## src/rtl/ov7670_pkg.sv

```systemverilog
// Shared types and constants for the OV7670 sensor emulator.
package ov7670_pkg;

  typedef enum logic [2:0] {
    IDLE,
    VSYNC,
    VBACK,
    ACTIVE,
    VFRONT
  } state_t;

  localparam logic [1:0] PAT_SOLID = 2'd0;
  localparam logic [1:0] PAT_BARS  = 2'd1;
  localparam logic [1:0] PAT_RAMP  = 2'd2;
  localparam logic [1:0] PAT_COUNT = 2'd3;

  // RGB565 bar colours, left to right
  localparam logic [15:0] BAR_WHITE   = 16'hFFFF;
  localparam logic [15:0] BAR_YELLOW  = 16'hFFE0;
  localparam logic [15:0] BAR_CYAN    = 16'h07FF;
  localparam logic [15:0] BAR_GREEN   = 16'h07E0;
  localparam logic [15:0] BAR_MAGENTA = 16'hF81F;
  localparam logic [15:0] BAR_RED     = 16'hF800;
  localparam logic [15:0] BAR_BLUE    = 16'h001F;
  localparam logic [15:0] BAR_BLACK   = 16'h0000;

  function automatic logic [15:0] bar_colour(input logic [2:0] idx);
    case (idx)
      3'd0:    bar_colour = BAR_WHITE;
      3'd1:    bar_colour = BAR_YELLOW;
      3'd2:    bar_colour = BAR_CYAN;
      3'd3:    bar_colour = BAR_GREEN;
      3'd4:    bar_colour = BAR_MAGENTA;
      3'd5:    bar_colour = BAR_RED;
      3'd6:    bar_colour = BAR_BLUE;
      default: bar_colour = BAR_BLACK;
    endcase
  endfunction

endpackage

```

## src/rtl/ov7670_pattern_gen.sv

```systemverilog
// Test-pattern pixel for the next output position; combinational apart from the bar
// and pixel counters, whose look-ahead values feed both their registers and the pixel.
module ov7670_pattern_gen
  import ov7670_pkg::*;
#(
  parameter int H_ACTIVE = 640
) (
  input  logic        pclk,
  input  logic        rst,
  input  logic        i_clr,
  input  logic        i_line_start,
  input  logic        i_pix_adv,
  input  logic [7:0]  i_x,
  input  logic [7:0]  i_y,
  input  logic [1:0]  i_pat,
  input  logic [15:0] i_solid,
  output logic [15:0] o_pix
);

  localparam int BAR_W = H_ACTIVE / 8;
  localparam int BPW   = (BAR_W > 1) ? $clog2(BAR_W) : 1;

  logic [2:0]     r_bar_idx;
  logic [2:0]     w_bar_idx_nxt;
  logic [BPW-1:0] r_bar_pos;
  logic [BPW-1:0] w_bar_pos_nxt;
  logic [15:0]    r_pix_cnt;
  logic [15:0]    w_pix_cnt_nxt;
  logic [4:0]     w_sum;

  always_comb begin
    w_bar_idx_nxt = r_bar_idx;
    w_bar_pos_nxt = r_bar_pos;
    if (i_line_start) begin
      w_bar_idx_nxt = 3'd0;
      w_bar_pos_nxt = '0;
    end else if (i_pix_adv) begin
      if (r_bar_pos == BPW'(BAR_W - 1)) begin
        w_bar_idx_nxt = r_bar_idx + 3'd1;
        w_bar_pos_nxt = '0;
      end else begin
        w_bar_pos_nxt = r_bar_pos + BPW'(1);
      end
    end
  end

  always_comb begin
    w_pix_cnt_nxt = r_pix_cnt;
    if (i_clr)
      w_pix_cnt_nxt = 16'd0;
    else if (i_pix_adv)
      w_pix_cnt_nxt = r_pix_cnt + 16'd1;
  end

  always_ff @(posedge pclk or posedge rst) begin
    if (rst) begin
      r_bar_idx <= 3'd0;
      r_bar_pos <= '0;
      r_pix_cnt <= 16'd0;
    end else begin
      r_bar_idx <= w_bar_idx_nxt;
      r_bar_pos <= w_bar_pos_nxt;
      r_pix_cnt <= w_pix_cnt_nxt;
    end
  end

  // Only the low five bits of the full-width x+y sum reach the blue field.
  assign w_sum = i_x[4:0] + i_y[4:0];

  always_comb begin
    case (i_pat)
      PAT_SOLID: o_pix = i_solid;
      PAT_BARS:  o_pix = bar_colour(w_bar_idx_nxt);
      PAT_RAMP:  o_pix = {i_x[7:3], i_y[7:2], w_sum};
      default:   o_pix = w_pix_cnt_nxt;
    endcase
  end

endmodule

```

## src/rtl/ov7670_stream_gen.sv

```systemverilog
// OV7670 camera-bus emulator (vsync/href/RGB565 bytes); all outputs registered, no backpressure.
// Define OV7670_GEN_CHECKSUM_EN to build the per-frame pixel checksum on frame_sum.
module ov7670_stream_gen
  import ov7670_pkg::*;
#(
  parameter int   H_ACTIVE      = 640,
  parameter int   V_ACTIVE      = 480,
  parameter int   H_BLANK       = 288,
  parameter int   VSYNC_LINES   = 3,
  parameter int   V_BACK        = 17,
  parameter int   V_FRONT       = 10,
  parameter logic HI_BYTE_FIRST = 1'b1
) (
  input  logic        pclk,
  input  logic        rst,
  input  logic        enable,
  input  logic [1:0]  pattern_sel,
  input  logic [15:0] solid_rgb,
  output logic        vsync,
  output logic        href,
  output logic [7:0]  d,
  output logic        frame_done,
  output logic [15:0] frame_sum
);

  localparam int LINE_CYCLES = 2 * H_ACTIVE + H_BLANK;
  localparam int HW          = $clog2(LINE_CYCLES);
  localparam int VW          = 10;
  localparam logic [HW:0] HREF_END = (HW + 1)'(2 * H_ACTIVE);

  state_t        r_state;
  state_t        w_state_nxt;
  logic [HW-1:0] r_hc;
  logic [HW-1:0] w_hc_nxt;
  logic [VW-1:0] r_vc;
  logic [VW-1:0] w_vc_nxt;
  logic [VW-1:0] w_nlines;
  logic [1:0]    r_pat;
  logic [15:0]   r_solid;
  logic          r_vsync;
  logic          r_href;
  logic [7:0]    r_d;
  logic          r_frame_done;

  logic          w_line_end;
  logic          w_frame_start;
  logic          w_href_nxt;
  logic          w_last_nxt;
  logic          w_pix_adv;
  logic          w_hi_sel;
  logic [7:0]    w_byte;
  logic [15:0]   w_pix;

  always_comb begin
    case (r_state)
      VSYNC:   w_nlines = VW'(VSYNC_LINES);
      VBACK:   w_nlines = VW'(V_BACK);
      ACTIVE:  w_nlines = VW'(V_ACTIVE);
      VFRONT:  w_nlines = VW'(V_FRONT);
      default: w_nlines = VW'(1);
    endcase
  end

  assign w_line_end = (r_hc == HW'(LINE_CYCLES - 1));

  // Look-ahead position: outputs are registered from it so they line up with the state.
  always_comb begin
    w_state_nxt = r_state;
    w_hc_nxt    = '0;
    w_vc_nxt    = r_vc;
    if (r_state == IDLE) begin
      w_vc_nxt = '0;
      if (enable)
        w_state_nxt = VSYNC;
    end else if (!w_line_end) begin
      w_hc_nxt = r_hc + HW'(1);
    end else if (r_vc != w_nlines - VW'(1)) begin
      w_vc_nxt = r_vc + VW'(1);
    end else begin
      w_vc_nxt = '0;
      case (r_state)
        VSYNC:   w_state_nxt = VBACK;
        VBACK:   w_state_nxt = ACTIVE;
        ACTIVE:  w_state_nxt = VFRONT;
        VFRONT:  w_state_nxt = enable ? VSYNC : IDLE;
        default: w_state_nxt = IDLE;
      endcase
    end
  end

  assign w_frame_start = (w_state_nxt == VSYNC) && (r_state != VSYNC);
  assign w_href_nxt    = (w_state_nxt == ACTIVE) && ({1'b0, w_hc_nxt} < HREF_END);
  assign w_last_nxt    = (w_state_nxt == VFRONT) && (w_vc_nxt == VW'(V_FRONT - 1)) &&
                         (w_hc_nxt == HW'(LINE_CYCLES - 1));
  assign w_pix_adv     = r_href & r_hc[0];
  assign w_hi_sel      = (w_hc_nxt[0] == ~HI_BYTE_FIRST);
  assign w_byte        = w_hi_sel ? w_pix[15:8] : w_pix[7:0];

  ov7670_pattern_gen #(
    .H_ACTIVE (H_ACTIVE)
  ) u_pattern (
    .pclk         (pclk),
    .rst          (rst),
    .i_clr        (w_frame_start),
    .i_line_start (w_hc_nxt == '0),
    .i_pix_adv    (w_pix_adv),
    .i_x          (8'(w_hc_nxt >> 1)),
    .i_y          (w_vc_nxt[7:0]),
    .i_pat        (r_pat),
    .i_solid      (r_solid),
    .o_pix        (w_pix)
  );

  always_ff @(posedge pclk or posedge rst) begin
    if (rst) begin
      r_state      <= IDLE;
      r_hc         <= '0;
      r_vc         <= '0;
      r_pat        <= PAT_SOLID;
      r_solid      <= 16'd0;
      r_vsync      <= 1'b0;
      r_href       <= 1'b0;
      r_d          <= 8'd0;
      r_frame_done <= 1'b0;
    end else begin
      r_state <= w_state_nxt;
      r_hc    <= w_hc_nxt;
      r_vc    <= w_vc_nxt;
      if (w_frame_start) begin
        r_pat   <= pattern_sel;
        r_solid <= solid_rgb;
      end
      r_vsync      <= (w_state_nxt == VSYNC);
      r_href       <= w_href_nxt;
      r_d          <= w_href_nxt ? w_byte : 8'd0;
      r_frame_done <= w_last_nxt;
    end
  end

  assign vsync      = r_vsync;
  assign href       = r_href;
  assign d          = r_d;
  assign frame_done = r_frame_done;

`ifdef OV7670_GEN_CHECKSUM_EN
  logic [15:0] r_pix;
  logic [15:0] r_acc;
  logic [15:0] r_frame_sum;

  // r_pix is the pixel currently on the bus; it is summed once, on its second byte.
  always_ff @(posedge pclk or posedge rst) begin
    if (rst) begin
      r_pix       <= 16'd0;
      r_acc       <= 16'd0;
      r_frame_sum <= 16'd0;
    end else begin
      r_pix <= w_pix;
      if (w_frame_start)
        r_acc <= 16'd0;
      else if (w_pix_adv)
        r_acc <= r_acc + r_pix;
      if (w_last_nxt)
        r_frame_sum <= r_acc;
    end
  end

  assign frame_sum = r_frame_sum;
`else
  assign frame_sum = 16'd0;
`endif

endmodule

```

## config.mk

```make
export PLATFORM = sky130hd
export DESIGN_NAME = ov7670_stream_gen
export DESIGN_NICKNAME = d
export VERILOG_FILES = /design/src/rtl/ov7670_pkg.sv /design/src/rtl/ov7670_pattern_gen.sv /design/src/rtl/ov7670_stream_gen.sv
export SDC_FILE = /design/constraint.sdc
export NUM_CORES = 1
export LEC_CHECK = 0
export CORE_MARGIN = 2
export CORE_UTILIZATION = 50
export DETAILED_ROUTE_END_ITERATION = 8
export HOLD_SLACK_MARGIN = 0.02
export PLACE_DENSITY = 0.71
export SLEW_MARGIN = 20
export SYNTH_ARGS = -nofsm -noshare
export SYNTH_HDL_FRONTEND = slang
export SYNTH_HIERARCHICAL = 1
export SYNTH_SLANG_ARGS = --single-unit
```

## constraint.sdc

```tcl
create_clock -name pclk -period 8.1 [get_ports pclk]
set_input_delay 1.215 -clock pclk [delete_from_list [all_inputs] [get_ports pclk]]
set_output_delay 1.215 -clock pclk [all_outputs]
set_load 0.1 [all_outputs]
```

## After elaboration in Yosys (flattened, before gate mapping)

Cells that the tools add are included.
Widths: inputs -> output; s select.

- Add/subtract/negate cells: 7
- Magnitude comparators: 1
- Equal/unequal tests: 21
- Muxes and demuxes: 24
- Bitwise logic cells: 1
- Reductions and logical operators: 9

Operators with widths:

| kind | count |
|---|---|
| $pmux 16 s7 | 1 |
| $pmux 16 s3 | 1 |
| $pmux 9 s4 | 1 |
| $mux 16 | 2 |
| $mux 10 | 3 |
| $eq 11x11->1 const B | 2 |
| $mux 11 | 2 |
| $mux 3 | 7 |
| $mux 7 | 3 |
| $add 16x1->16 const B | 1 |
| $mux 8 | 2 |
| $eq 3x2->1 const B | 5 |
| $eq 3x3->1 const B | 5 |
| $pmux 3 s4 | 1 |
| $add 11x1->11 const B | 1 |
| $logic_not 11->1 | 1 |
| $lt 11x11->1 const B | 1 |
| $add 10x1->10 const B | 1 |
| $eq 10x4->1 const B | 1 |
| $ne 10x10->1 | 1 |
| $sub 10x1->10 const B | 1 |
| $eq 3x1->1 const B | 3 |
| $add 7x1->7 const B | 1 |
| $eq 7x7->1 const B | 1 |
| 11 further kinds | 15 |

- Bits in registers: 79
- Input port bits: 21
- Output and inout bits: 27
- Logic and storage cells: 75

## Logic depth before layout (Yosys ltp)

Gate-level depths: netlist (run 1).

- Depth after elaboration: 13
- Depth in mapped cells: 22
- Mapped depth without buffers: 20

## By module

The synthesis (run 1) kept the hierarchy.

By module, submodules not included:

| module | times used | cells each | area each (sq um) | sequential area each (sq um) |
|---|---|---|---|---|
| ov7670_stream_gen | 1 | 290 | 3,034.2 | 1,326.3 |
| ov7670_pattern_gen | 1 | 216 | 1,874.3 | 650.6 |

## Worst setup path before layout (run 1)

Ideal clock, no wire load.

- Kind: register to register
- Start: reg r_state[0]
- End: reg r_d[4], in the netlist d[4]
- Library setup time: 0.086 ns
- Arrival time: 4.518 ns
- Data required time: 8.014 ns
- Slack: 3.496 ns
- Cell stages (with the launch flop): 22
- Buffers on the path: 2
- Clock period less this slack: 4.604 ns
- Cell sequence: dfrtp_1 > clkbuf_1 > clkbuf_1 > nor2b_1 > o21ai_0 > ha_1 > ha_1 > xor2_1 > nand4_1 > a221o_1 > or3_1 > o21ai_2 > nor2_1 > ha_1 > fa_1 > a21o_1 > a21oi_1 > xnor2_1 > o21ai_0 > o22ai_1 > mux2i_1 > nor3_1

- Elaborated cells between the ends (all ways): 38
- Those cells by class: add/sub (2); order compare (1); eq/ne (14); mux (16); reduce/logical (5)

RTL lines:

| element | RTL line | text |
|---|---|---|
| start: declaration | ov7670_stream_gen.sv:31 | `state_t r_state;` |
| start signal: assignment | ov7670_stream_gen.sv:126 | `r_state <= w_state_nxt;` |
| $eq 3x3->1, or another cell as far along | ov7670_stream_gen.sv:55 | `case (r_state)` |
| $pmux 9 s4 | ov7670_stream_gen.sv:55 |  |
| $sub 10x1->10 | ov7670_stream_gen.sv:77 | `end else if (r_vc != w_nlines - VW'(1)) begin` |
| $ne 10x10->1 | ov7670_stream_gen.sv:77 |  |
| $mux 10 | ov7670_stream_gen.sv:77 |  |
| $mux 10 | ov7670_stream_gen.sv:75 | `end else if (!w_line_end) begin` |
| $mux 10 (*) | ov7670_stream_gen.sv:71 | `if (r_state == IDLE) begin` |
| named net w_vc_nxt[0] | ov7670_stream_gen.sv:36 | `logic [VW-1:0] w_vc_nxt;` |
| $add 5x5->5 (*) | ov7670_pattern_gen.sv:68 | `assign w_sum = i_x[4:0] + i_y[4:0];` |
| $pmux 16 s3 (*) | ov7670_pattern_gen.sv:71 | `case (i_pat)` |
| named net w_pix[4] | ov7670_stream_gen.sv:52 | `logic [15:0] w_pix;` |
| $mux 8 (*) | ov7670_stream_gen.sv:97 | `assign w_byte = w_hi_sel ? w_pix[15:8] : w_pix[7:0];` |
| $mux 8 (*) | ov7670_stream_gen.sv:135 | `r_d <= w_href_nxt ? w_byte : 8'd0;` |
| end signal: assignment | ov7670_stream_gen.sv:135 |  |
| end: declaration | ov7670_stream_gen.sv:42 | `logic [7:0] r_d;` |

The timed path passes the listed nets; every way through them passes the cells marked *.
A chain may end at the register's enable or synchronous reset.

## Worst setup path after layout (run 1)

Ends and elaborated chain as after synthesis.

==> results of run 1 <==
-- cell families after synthesis --
kind of cell	count (synthesis)
other cells	1
simple gates	196
compound gates	81
mux	37
fa+ha+maj	12
xor+xnor	47
buf+inv	53
flops	79
-- layout make-up --
cell class,instances,share of cell area [%]
clock buffer,9,2.28
clock inverter,7,1.45
inverter,12,0.829
multi-input combinational,389,49.9
sequential,79,36.4
tap,133,3.06
timing repair buffer,34,6.12
-- state kept, by name, summed over array words and instances, names as in the netlist --
| register | cells |
|---|---|
| href | 1 |
| u_pattern/r_bar_pos | 7 |
| vsync | 1 |
| r_vc | 10 |
| u_pattern/r_bar_idx | 3 |
| r_hc | 11 |
| r_solid | 16 |
| frame_done | 1 |
| d | 8 |
| r_state | 3 |
| u_pattern/r_pix_cnt | 16 |
| r_pat | 2 |
-- layer usage --
metal / global-route usage, % / up-vias / part of all wire, %
li1: - / 1785 / -
met1: 30.7 / 1836 / 44
met2: 36.0 / 139 / 49
met3: 2.92 / 20 / 4.3
met4: 10.8 / 0 / 2.7
met5: 0 / - / 0
-- path summary, 6_finish.rpt --
check,startpoint,endpoint
max,r_state[0]$_DFF_PP0_,d[4]$_DFF_PP0_
min,r_solid[4]$_DFFE_PP0P_,r_solid[4]$_DFFE_PP0P_
max reg2reg,r_state[0]$_DFF_PP0_,d[4]$_DFF_PP0_
min reg2reg,r_solid[4]$_DFFE_PP0P_,r_solid[4]$_DFFE_PP0P_
max in group asynchronous,rst,r_hc[6]$_DFF_PP0_
min in group asynchronous,rst,u_pattern/r_pix_cnt[0]$_DFF_PP0_
-- power groups by stage --
stage / combinational, mW / sequential [mW] / clock [mW]
finish: 0.0504 / 0.394 / 0.304
floorplan: 0.0442 / 0.402 / 0
global placement: 0.0506 / 0.402 / 0
global route: 0.0534 / 0.394 / 0.330
CTS: 0.0512 / 0.394 / 0.312
detailed placement: 0.0510 / 0.402 / 0
-- metrics by stage --
step | worst slack, ns | total power [mW]
after floorplan | 3.50 | 0.446
after global placement | 3.27 | 0.452
after detailed placement | 3.09 | 0.453
after CTS | 3.06 | 0.757
after global routing | 2.62 | 0.777
final | 3.04 | 0.748
-- cell usage after synthesis (2+ instances only) --
master / instances / area, um2
o22a_1: 2 / 17.5
nor3_1: 19 / 95.1
buf_4: 18 / 135
o2bb2ai_1: 2 / 17.5
clkbuf_1: 20 / 75.1
o21a_1: 7 / 52.6
nor3b_1: 3 / 22.5
o31ai_1: 5 / 37.5
a21oi_1: 11 / 55.1
xnor2_1: 26 / 228
o21ai_2: 2 / 17.5
nand2_1: 27 / 101
o21ai_0: 14 / 70.1
dfrtp_1: 79 / 1980
o21ai_4: 2 / 32.5
nand2b_1: 8 / 50.1
mux2i_1: 17 / 170
nor2_1: 71 / 267
nand3_1: 16 / 80.1
or3_1: 5 / 31.3
a21o_1: 4 / 30.0
nor4_2: 2 / 25.0
inv_1: 12 / 45.0
o22ai_1: 6 / 37.5
and2_1: 5 / 31.3
a22oi_1: 3 / 22.5
xor2_1: 20 / 175
ha_1: 11 / 138
and3_1: 3 / 18.8
nand4_1: 10 / 62.6
nand4_2: 2 / 25.0
a31oi_1: 2 / 12.5
mux2_2: 10 / 113
nor2b_1: 7 / 43.8
a211oi_1: 3 / 22.5
o211ai_1: 3 / 22.5
o221ai_1: 5 / 43.8
nor4_1: 5 / 31.3
buf_6: 2 / 22.5
nor4_4: 2 / 42.5
mux2_4: 10 / 150
-- placed cells by master, fill, tap and decap left out, types with 3 or more instances in the layout --
cell type and count:
a21o_1 4, inv_6 3, o21ai_0 14, and3_1 3, a22oi_1 3, o22ai_1 6, a211oi_1 3, mux2i_1 17
conb_1 16, mux2_4 10, ha_1 11, clkdlybuf4s50_1 31, or3_1 5, nor3b_1 3, o31ai_1 5, o211ai_1 3
inv_1 10, nand3_1 16, nor2b_1 7, dfrtp_1 79, mux2_2 10, nor2_1 71, nor3_1 19, nand2b_1 8
buf_4 3, nand2_1 27, nand4_1 10, clkinvlp_4 3, and2_1 5, a21oi_1 11, nor4_1 4, xnor2_1 26
nor4_2 3, o221ai_1 5, o21a_1 7, xor2_1 20, clkbuf_8 9
-- worst max-delay path: cells and delay by family (launching register included) --
kind                     cells  cell delay, ns
AO/OA/AOI/OAI                7            1.62
adder cells (fa/ha/maj)      4            1.21
XOR/XNOR                     2            0.23
flip-flops                   1            0.64
AND/OR/NAND/NOR              5            1.04
multiplexers                 1            0.20
==> qor.csv, run 1 <==
stage,metric,value,unit
outcome,status,finished clean,
logic_synthesis,ys_seq_area_share,40.3,%
logic_synthesis,synth_compound_area_share,12.3,%
cells_and_area,fin_area,5440,um2
sta,hold_violations,0,
power_and_ir_drop,clock_power_share,40.6,%
worst_hold_path,hold_depth,1,
clock_tree,cts_hold_buf,0,
worst_setup_path,crit_required,8.34,ns
logic_synthesis,synth_async_sr_flop_share,100,%
cells_and_area,regArea,1980,um2
placed_design,dp.cells,647,
drt,drt_iter0_drc,291,
logic_synthesis,yosysWarnings,6,
global_routing,first_global_vias,3572,
power_and_ir_drop,internal_power,548,uW
power_and_ir_drop,combPwrFrac,6.7,%
global_routing,grt_max_degree,54,
floorplanning,io-pin-count,48,
drt,wl,11100,um
drt,drcViolationCount,0,
sta,tns,0,ns
global_routing,antenna_found_initial,0,
clock_tree,numClockSinks,79,
floorplanning,row_count,36,
worst_setup_path,start_kind,register,
floorplanning,dieArea,10600,um2
cells_and_area,fillers,884,
worst_setup_path,max_stage_delay,0.64,ns
clock_tree,clk_path_buf_depth,2,
worst_setup_path,criticalPathCategory,reg2reg,
drt,first_pass_iters,6,
clock_tree,cts_made_buffers,9,
placed_design,dp_hpwl,8290,um
power_and_ir_drop,p_leak,2.35,nW
floorplanning,die_x,103,um
worst_setup_path,worstRegToRegCells,19,
placed_design,place_area,5230,um2
logic_synthesis,yosys_most_used_dff,dfrtp_1,
placed_design,numPortBuffers,31,
power_and_ir_drop,powerDensity,138,nW/um2
logic_synthesis,synthCells,506,
drt,wl_per_cell,16.8,um
placed_design,place_congestion,0.912,
logic_synthesis,synth_edf_count,0,
power_and_ir_drop,power_switching,200,uW
clock_tree,cts_setup_buffers,0,
worst_setup_path,rrSetupSlack,3.04,ns
sta,tightest_slew,0.999,ns
cells_and_area,multi_input_area,2710,um2
clock_tree,clk_pin_slew,0.09,ns
logic_synthesis,synth_top_family_by_area,simple AND/OR/NAND/NOR gates,
job,cap_violations,0,
logic_synthesis,netlist_area,4910,um2
global_routing,grt_pass1_wl,18200,um
logic_synthesis,ys_types,66,
logic_synthesis,synth.avg_cell_area,9.70,um2
sta,period_needed,5.06,ns
cells_and_area,utilization,56.4,%
clock_tree,root_buffer,clkbuf_8,
logic_synthesis,synth_adder_area_share,3.21,%
sta,report.final.slew_viol_count,0,
logic_synthesis,synth.mux.area_fraction,8.82,%
power_and_ir_drop,ir_drop,0.0950,mV
worst_setup_path,crit_path_frequent_cell,ha_1,
sta,clock.fmax,0.198,GHz
clock_tree,tritoncts,yes,
clock_tree,cts_resized,0,
floorplanning,core_region_area,9640,um2
drt,ant_nets,0,
logic_synthesis,ys_ff_latch,79,
global_routing,grt_overflow,0,
logic_synthesis,synthXorXnorAreaFrac,8.54,%
sta,whs,0.517,ns
sta,maxSlewHeadroom,33.2,%
sta,skew,0.0112,ns
worst_setup_path,timing.critical_path.arrival,5.30,ns
worst_setup_path,crit_path_end_kind,register,
cells_and_area,finalNetCount,558,
sta,rsz0062_at_grt,false,
power_and_ir_drop,p_seq_share,52.7,%
sta,period_share,62.5,%
cells_and_area,areaGrowthSynthToFinish,10.7,%
sta,setup_viol,0,
worst_setup_path,crit_chain,nor2b_1 > o21ai_0 > ha_1 > ha_1 > xor2_1 > nand4_1 > a221o_1 > or3_1 > o21ai_2 > nor2_1 > ha_1 > fa_1 > a21o_1 > a21oi_1 > xnor2_1 > o21ai_0 > o22ai_1 > mux2i_1 > nor3_1,
drt,routed_via_density,5.70,
cells_and_area,insertedDiodeCount,0,
worst_setup_path,cp_max_fo,17,
floorplanning,initial_core_util,50.9,%
worst_setup_path,crit_path_top_delay_cell,dfrtp_1,
floorplanning,fp.dieH,103,um
clock_tree,clk_latency,0.37,ns
cells_and_area,drive_gt1_share,11.3,%
worst_hold_path,hold_class,reg2reg,
cells_and_area,fin_cells,663,
drt,dr_total_vias,3780,
logic_synthesis,synth-simple-area-share,21.0,%
clock_tree,h-tree-depth,3,
global_routing,grt_use_total,22.6,%
power_and_ir_drop,power.share.switching,26.7,%
Power figures use the tool's default switching activity.
==> run 2, diff against run 1 <==
Clock period 8.1 ns to 5.3 ns, I/O delays scaled along.
==> qor.csv, run 2 (same netlist as run 1, synthesis figures left out) <==
stage,metric,value,unit
clock_tree,clk_path_buf_depth,2,
clock_tree,numClockSinks,79,
worst_setup_path,criticalPathCategory,reg2reg,
global_routing,grt_use_met3,4.07,%
worst_hold_path,hold_class,reg2reg,
cells_and_area,areaGrowthSynthToFinish,11.1,%
floorplanning,die_x,103,um
clock_tree,clk_pin_slew,0.09,ns
power_and_ir_drop,power_switching,308,uW
sta,period_needed,4.77,ns
clock_tree,cts_resized,0,
drt,wl_per_cell,17.0,um
sta,skew,0.0111,ns
worst_setup_path,start_kind,register,
power_and_ir_drop,internal_power,792,uW
cells_and_area,final_cell_mix,"dfrtp_1, nor2_1, clkdlybuf4s50_1, nand2_1, xnor2_1",
cells_and_area,drive_gt1_share,11.8,%
clock_tree,cts_setup_buffers,0,
sta,period_share,90.1,%
cells_and_area,insertedDiodeCount,0,
global_routing,grt_overflow,0,
global_routing,top_usage_layer,met2,
clock_tree,clk_latency,0.37,ns
clock_tree,tritoncts,yes,
sta,hold_violations,0,
power_and_ir_drop,ir_drop,0.193,mV
sta,maxSlewHeadroom,31.2,%
drt,ant_nets,0,
power_and_ir_drop,finalPower,1.10,mW
sta,tns,0,ns
drt,drcViolationCount,0,
clock_tree,root_buffer,clkbuf_8,
sta,whs,0.516,ns
worst_setup_path,worstRegToRegCells,19,
global_routing,grt_pass1_wl,18100,um
sta,setup_viol,0,
worst_setup_path,timing.critical_path.arrival,5.05,ns
power_and_ir_drop,powerDensity,201,nW/um2
sta,clock.fmax,0.210,GHz
clock_tree,cts_hold_buf,0,
floorplanning,dieArea,10600,um2
power_and_ir_drop,p_seq_share,54.8,%
global_routing,first_global_vias,3609,
power_and_ir_drop,p_leak,2.36,nW
power_and_ir_drop,clock_power_share,38.0,%
worst_hold_path,hold_depth,1,
drt,dr_total_vias,3795,
drt,drt_iter0_drc,210,
cells_and_area,final_common_cell,dfrtp_1,
placed_design,numPortBuffers,31,
worst_setup_path,cp_max_fo,17,
clock_tree,h-tree-depth,3,
floorplanning,core_region_area,9640,um2
global_routing,gr-usage-met2,35.6,%
floorplanning,io-pin-count,48,
drt,first_pass_iters,5,
power_and_ir_drop,power.share.switching,28.0,%
clock_tree,cts_made_buffers,9,
worst_setup_path,crit_path_end_kind,register,
sta,report.final.slew_viol_count,0,
outcome,status,finished clean,
sta,tightest_slew,1.03,ns
placed_design,place_congestion,0.867,
global_routing,grt_use_total,22.5,%
floorplanning,initial_core_util,50.9,%
power_and_ir_drop,combPwrFrac,7.2,%
floorplanning,row_count,36,
job,cap_violations,0,
sta,rsz0062_at_grt,false,
floorplanning,fp.dieH,103,um
global_routing,grt_max_degree,54,
cells_and_area,finalNetCount,561,
global_routing,antenna_found_initial,0,
drt,wl,11300,um
cells_and_area,reg.largest.list,"r_solid (16), u_pattern/r_pix_cnt (16), r_hc (11)",
drt,routed_via_density,5.70,
placed_design,dp_hpwl,8370,um
global_routing,grtUsageMet1,30.1,%
worst_setup_path,crit_required,5.58,ns
## run 2: cell count changes in the layout (fill, tap and decap cells not counted)
| cell | delta |
|---|---|
| buf_4 | +2 |
| buf_16 | +1 |
| bufinv_16 | -1 |
| clkinv_4 | +1 |
| clkinvlp_4 | +1 |
| inv_6 | -1 |
## run 2: worst paths after layout
kind | slack, ns | from | to
setup / recovery | 0.53 | r_state[0]$_DFF_PP0_ | d[4]$_DFF_PP0_
hold / removal | 0.52 | r_solid[5]$_DFFE_PP0P_ | r_solid[5]$_DFFE_PP0P_
setup reg to reg | 0.53 | r_state[0]$_DFF_PP0_ | d[4]$_DFF_PP0_
hold reg to reg | 0.52 | r_solid[5]$_DFFE_PP0P_ | r_solid[5]$_DFFE_PP0P_
max in group asynchronous | 3.87 | rst | r_hc[7]$_DFF_PP0_
min in group asynchronous | 0.71 | rst | u_pattern/r_bar_pos[3]$_DFFE_PP0P_
## run 2: worst max-delay path: stages (launching register included)
cell and delay, ns:
dfrtp_1 0.67, nor2b_1 0.31, o21ai_0 0.14, ha_1 0.26
ha_1 0.31, xor2_1 0.15, nand4_1 0.10, a221o_1 0.32
or3_1 0.42, o21ai_2 0.21, nor2_1 0.10, ha_1 0.21
fa_1 0.40, a21o_1 0.19, a21oi_1 0.16, xnor2_1 0.13
o21ai_0 0.10, o22ai_1 0.24, mux2i_1 0.10, nor3_1 0.16
## run 2: per-stage QoR
stage / utilization, % / std cells / worst slack (ns) / instance area (um2)
6_report: 56.6 / 666 / 0.527 / 5460
5_1_grt: 56.6 / 666 / 0.274 / 5460
4_1_cts: 56.3 / 665 / 0.570 / 5430
3_5_place_dp: 54.4 / 649 / 0.608 / 5250
3_3_place_gp: 54.4 / 649 / 0.785 / 5250
2_1_floorplan: - / 521 / 0.696 / 4960
## run 2: area by class of cell
type,instances,area (um2)
Sequential cell,79,1980
Tap cell,133,166
Timing Repair Buffer,37,375
Clock inverter,7,56.3
Inverter,12,45.0
Multi-Input combinational cell,389,2710
Clock buffer,9,124
Fill cell,864,4180
## run 2: layer usage
| metal | up-vias | share of wire [%] |
|---|---|---|
| met5 | - | 0 |
| met4 | 0 | 2.9 |
| met3 | 26 | 5.4 |
| met2 | 137 | 48 |
| met1 | 1833 | 44 |
| li1 | 1799 | - |
## run 2: power groups by stage
stage	combinational, mW	sequential (mW)	clock, mW
5_1_grt	0.0846	0.602	0.458
2_1_floorplan	0.0676	0.614	0
3_3_place_gp	0.0774	0.614	0
6_report	0.0794	0.602	0.418
4_1_cts	0.0780	0.602	0.427
3_5_place_dp	0.0779	0.614	0
